$ cat src/rtl/botao_if.sv
// Button conditioner signal bundle: raw pin in, clean level and pulses out.
interface botao_if;
    logic botao_bruto;
    logic botao_estavel;
    logic pulso_press;
    logic pulso_solta;

    modport master (
        output botao_bruto,
        input  botao_estavel,
        input  pulso_press,
        input  pulso_solta
    );

    modport slave (
        input  botao_bruto,
        output botao_estavel,
        output pulso_press,
        output pulso_solta
    );
endinterface

$ cat src/rtl/condicionador_botao.sv
// Push-button conditioner: polarity fix, 2-FF synchronizer, debounce FSM,
// registered clean level plus one-cycle press/release pulses.
module condicionador_botao #(
    parameter int   DEBOUNCE_CICLOS     = 500000,
    parameter logic ENTRADA_ATIVA_BAIXA = 1'b1
) (
    input logic   clock,
    input logic   reset,
    botao_if.slave bt
);
    localparam int CW = $clog2(DEBOUNCE_CICLOS) + 1;
    localparam logic [CW-1:0] CONT_FIM = CW'(DEBOUNCE_CICLOS - 1);

    typedef enum logic [1:0] {
        SOLTO          = 2'b00,
        CONFIRMA_PRESS = 2'b01,
        PRESSIONADO    = 2'b10,
        CONFIRMA_SOLTA = 2'b11
    } estado_t;

    estado_t       estado;
    logic [CW-1:0] cont;
    logic          sync1;
    logic          sync2;
    logic          ativo;

    // Fold polarity in before the synchronizer so sync2 is always 1 = pressed.
    assign ativo = bt.botao_bruto ^ ENTRADA_ATIVA_BAIXA;

    always_ff @(posedge clock) begin
        if (reset) begin
            sync1            <= 1'b0;
            sync2            <= 1'b0;
            cont             <= '0;
            estado           <= SOLTO;
            bt.botao_estavel <= 1'b0;
            bt.pulso_press   <= 1'b0;
            bt.pulso_solta   <= 1'b0;
        end else begin
            sync1          <= ativo;
            sync2          <= sync1;
            bt.pulso_press <= 1'b0;
            bt.pulso_solta <= 1'b0;
            unique case (estado)
                SOLTO: begin
                    if (sync2) begin
                        estado <= CONFIRMA_PRESS;
                        cont   <= '0;
                    end
                end
                CONFIRMA_PRESS: begin
                    if (!sync2) begin
                        estado <= SOLTO;
                    end else if (cont == CONT_FIM) begin
                        estado           <= PRESSIONADO;
                        bt.botao_estavel <= 1'b1;
                        bt.pulso_press   <= 1'b1;
                    end else begin
                        cont <= cont + CW'(1);
                    end
                end
                PRESSIONADO: begin
                    if (!sync2) begin
                        estado <= CONFIRMA_SOLTA;
                        cont   <= '0;
                    end
                end
                CONFIRMA_SOLTA: begin
                    if (sync2) begin
                        estado <= PRESSIONADO;
                    end else if (cont == CONT_FIM) begin
                        estado           <= SOLTO;
                        bt.botao_estavel <= 1'b0;
                        bt.pulso_solta   <= 1'b1;
                    end else begin
                        cont <= cont + CW'(1);
                    end
                end
                default: estado <= SOLTO;
            endcase
        end
    end
endmodule

$ cat src/flat_wrapper.sv
// flat-port wrapper written by rule: the top's interface ports become plain ports
module condicionador_botao_flat 
#(
    parameter int   DEBOUNCE_CICLOS     = 500000,
    parameter logic ENTRADA_ATIVA_BAIXA = 1'b1
)
  (clock, reset, bt_botao_bruto, bt_botao_estavel, bt_pulso_press, bt_pulso_solta);
  botao_if bt_i ();
  input logic clock;
  input logic reset;
  input wire logic [$bits(bt_i.botao_bruto)-1:0] bt_botao_bruto;
  output wire logic [$bits(bt_i.botao_estavel)-1:0] bt_botao_estavel;
  output wire logic [$bits(bt_i.pulso_press)-1:0] bt_pulso_press;
  output wire logic [$bits(bt_i.pulso_solta)-1:0] bt_pulso_solta;
  assign bt_i.botao_bruto = bt_botao_bruto;
  assign bt_botao_estavel = bt_i.botao_estavel;
  assign bt_pulso_press = bt_i.pulso_press;
  assign bt_pulso_solta = bt_i.pulso_solta;
  condicionador_botao #(.DEBOUNCE_CICLOS(DEBOUNCE_CICLOS), .ENTRADA_ATIVA_BAIXA(ENTRADA_ATIVA_BAIXA)) u_core (.clock(clock), .reset(reset), .bt(bt_i));
endmodule
$ cat config.mk
export PLATFORM = sky130hd
export DESIGN_NAME = condicionador_botao_flat
export DESIGN_NICKNAME = d
export VERILOG_FILES = /design/src/rtl/botao_if.sv /design/src/rtl/condicionador_botao.sv /design/src/flat_wrapper.sv
export SDC_FILE = /design/constraint.sdc
export NUM_CORES = 1
export LEC_CHECK = 0
export BUFFER_PORTS_ARGS = -buffer_cell sky130_fd_sc_hd__buf_2
export CAP_MARGIN = 40
export CORE_MARGIN = 5
export CORE_UTILIZATION = 40
export DETAILED_ROUTE_END_ITERATION = 10
export SYNTH_ARGS = -nofsm -noshare
export SYNTH_HDL_FRONTEND = slang
export SYNTH_SLANG_ARGS = --single-unit
$ cat constraint.sdc
create_clock -name clock -period 4.6 [get_ports clock]
set_input_delay 0.23 -clock clock [delete_from_list [all_inputs] [get_ports clock]]
set_output_delay 0.23 -clock clock [all_outputs]
set_load 0.01 [all_outputs]
==> qor.txt <==
status -> finished clean
CTS tree -> yes
total power -> 0.353 mW
layout cells sized above 1 -> 0.170
CTS max path bufs -> 2
PostCTS Resize Cnt -> 0
Worst Clk Skew -> 0.00324 ns
Top FF cell, synth -> dfxtp_1
initial core utilization -> 0.420
Core ar. -> 0.00308 sq mm
Clock Tree Root -> clkbuf_4
Synth area leader -> dfxtp_1
dpl hpwl -> 1.80 mm
mapped cell area -> 0.00129 sq mm
post-synth cell types -> 42
met2 Track Usage GR -> 0.207
Tmin final -> 1.83 ns
final hold slack -> 0.0324 ns
hold buffers post-CTS -> 0
crit-path max cell delay -> 0.49 ns
Fin Setup TNS -> 0 ns
routed vias -> 994
Min-Delay Path Class -> in -> reg
power density cells -> 254 mW/mm^2
drt total wl -> 2.48 mm
vias in the first global route -> 962
Slew @ Worst Pin -> 0.374 ns
pin count of the biggest net entering global routing -> 16
# clock sinks -> 27
diode count -> 0
total of max-cap violations -> 0
GRT met3 Usage -> 0.0202
post-synthesis cell count -> 141
global-route wire length before repair -> 4.49 mm
pre-CTS setup slack -> 2.82 ns
clock-pin slew on the worst setup and hold paths -> 0.15 ns
crit path cell chain -> and4bb_2, nand4_1, or3_4, a31o_2, a21oi_1
critical path endpoint category -> flop
most frequent cells in the layout -> dfxtp_1, nor2_1, xnor2_1, a21oi_1
busiest grt layer -> met2
worst vdd ir -> 0.0000831 V
vias per inst -> 5.20
Leak Pwr -> 0.443 nW
Final Max Tran Viols -> 0
area delta synth->final -> 7.45%
ranking of synthesized cells by area -> dfxtp_1, xnor2_1, nor2_1
# rows -> 20
commonest non-fill, non-tap cell in the layout -> dfxtp_1
critical path class -> reg -> reg
Post-route DRC -> 0
antenna violations before repair -> 0
Area after DPL -> 0.00136 sq mm
Fill cells -> 331
setup bufs post-CTS -> 0
Pre-Repair DR Iteration Count -> 4
number of flops mapped to enable cells by yosys -> 0
startpoint types -> flop
GRT Util Overall -> 0.130
full die area -> 0.00447 sq mm
First DRT Iteration DRCs -> 51
Ys Warns -> 0
die span in x -> 66.9 microns
Max transition margin -> 0.750
Final WS setup -> 2.77 ns
Buffers on Ports -> 5
Layout Nets -> 152
Routability Congestion -> 0.763
antenna-violating nets left -> 0
sequential element share of the synthesized area -> 0.418
worst path required time -> 4.87 ns
Max Clock Freq -> 547 MHz
Arr. time, crit path -> 2.10 ns
I/O Pins -> 6
H-tree Lvls -> 1
clock latency on the worst-skew pair -> 0.32 ns
number of hold violations in the final report -> 0
global route overflow -> 0
Tcrit/Tclk final -> 0.398
Crit-path slowest cell -> dfxtp_1
synthesized flop and latch total -> 27
RSZ-0062 raised after global routing -> no
met1 usage -> 0.174
Synth async-reset ratio -> 0
syn_area_per_cell -> 9.18 sq um
TritonCTS Buffers -> 3
post-synthesis net count -> 145
drt wl/cell -> 13.0 microns
fin area -> 0.00139 sq mm
Die Y -> 66.9 microns
# setup viols final -> 0
post-synth top area share -> 0.418
Worst Path Max Fanout -> 7
==> routing by layer <==
| metal | vias to the layer above | share of wire |
|---|---|---|
| met5 | - | 0 |
| met1 | 473 | 0.50 |
| li1 | 516 | - |
| met3 | 2 | 0.014 |
| met2 | 3 | 0.48 |
| met4 | 0 | 0.0077 |
==> area by class of cell <==
cell class              count  area (sq um)  area share
clock buffers               3          22.5      0.0162
well taps                  44          55.1      0.0396
repair buffers              5          25.0      0.0180
flip-flops and latches     27           541       0.389
clock inverters             1          5.00     0.00360
inverters                   5          18.8      0.0135
multi-input cells         106           723       0.520
==> critical path: cells and delay by family (launching register included) <==
kind,cells,cell delay (ns)
and+or+nand+nor,3,0.94
DFF,1,0.49
AOI/OAI and AO/OA,2,0.35
==> synthesized netlist by cell type, types with 2 or more instances <==
library cell,number
o21ai_0,6
or2_1,2
o311ai_0,2
and2_1,2
nor2_1,17
xor2_1,2
nand4_1,6
o211ai_1,2
or3b_2,2
nand3_1,6
a21oi_1,7
or3_1,4
nor4_1,3
xnor2_1,10
inv_1,5
nand2_1,6
and4_1,2
dfxtp_1,27
mux2i_1,3
clkbuf_1,3
nor3_1,3
==> where the power goes <==
part	switching (mW)	total, mW	internal (mW)
sequential	0.00191	0.238	0.236
combinational	0.00824	0.0125	0.00430
clock	0.0701	0.103	0.0326
total	0.0803	0.353	0.273
==> flip-flops by register name (all words and copies together) (netlist names), named ones only <==
register and flops:
u_core.bt.pulso_solta 1, u_core.estado 1, u_core.sync2 1, u_core.sync1 1
u_core.cont 20, u_core.bt.botao_estavel 1, u_core.bt.pulso_press 1
==> kinds of logic (layout without fill, tap and decap cells) <==
group / Yosys count / count (layout) / synth area share
AND/OR/NAND/NOR: 69 / 69 / 0.338
flip-flops: 27 / 27 / 0.418
AO/OA/AOI/OAI: 20 / 20 / 0.0948
XOR/XNOR: 13 / 13 / 0.0938
buffers and inverters: 8 / 14 / 0.0232
multiplexers: 3 / 3 / 0.0232
adder cells (fa/ha/maj): 1 / 1 / 0.00967
==> stage by stage <==
step                std cells  utilization
floorplan                 141            -
global placement          187        0.443
detailed placement        187        0.443
CTS                       191        0.452
global route              191        0.452
finish                    191        0.452
==> final timing paths <==
check | from | to | slack, ns | depth (start not counted)
setup / recovery | u_core.estado[0]$_SDFFE_PP0P_ | u_core.cont[19]$_SDFFE_PP0P_ | 2.77 | 5
hold / removal | bt_botao_bruto | u_core.sync1$_SDFF_PP0_ | 0.03 | 2
setup reg to reg | u_core.estado[0]$_SDFFE_PP0P_ | u_core.cont[19]$_SDFFE_PP0P_ | 2.77 | 5
hold reg to reg | u_core.sync1$_SDFF_PP0_ | u_core.sync2$_SDFF_PP0_ | 0.46 | 1
Power figures use the tool's default switching activity.
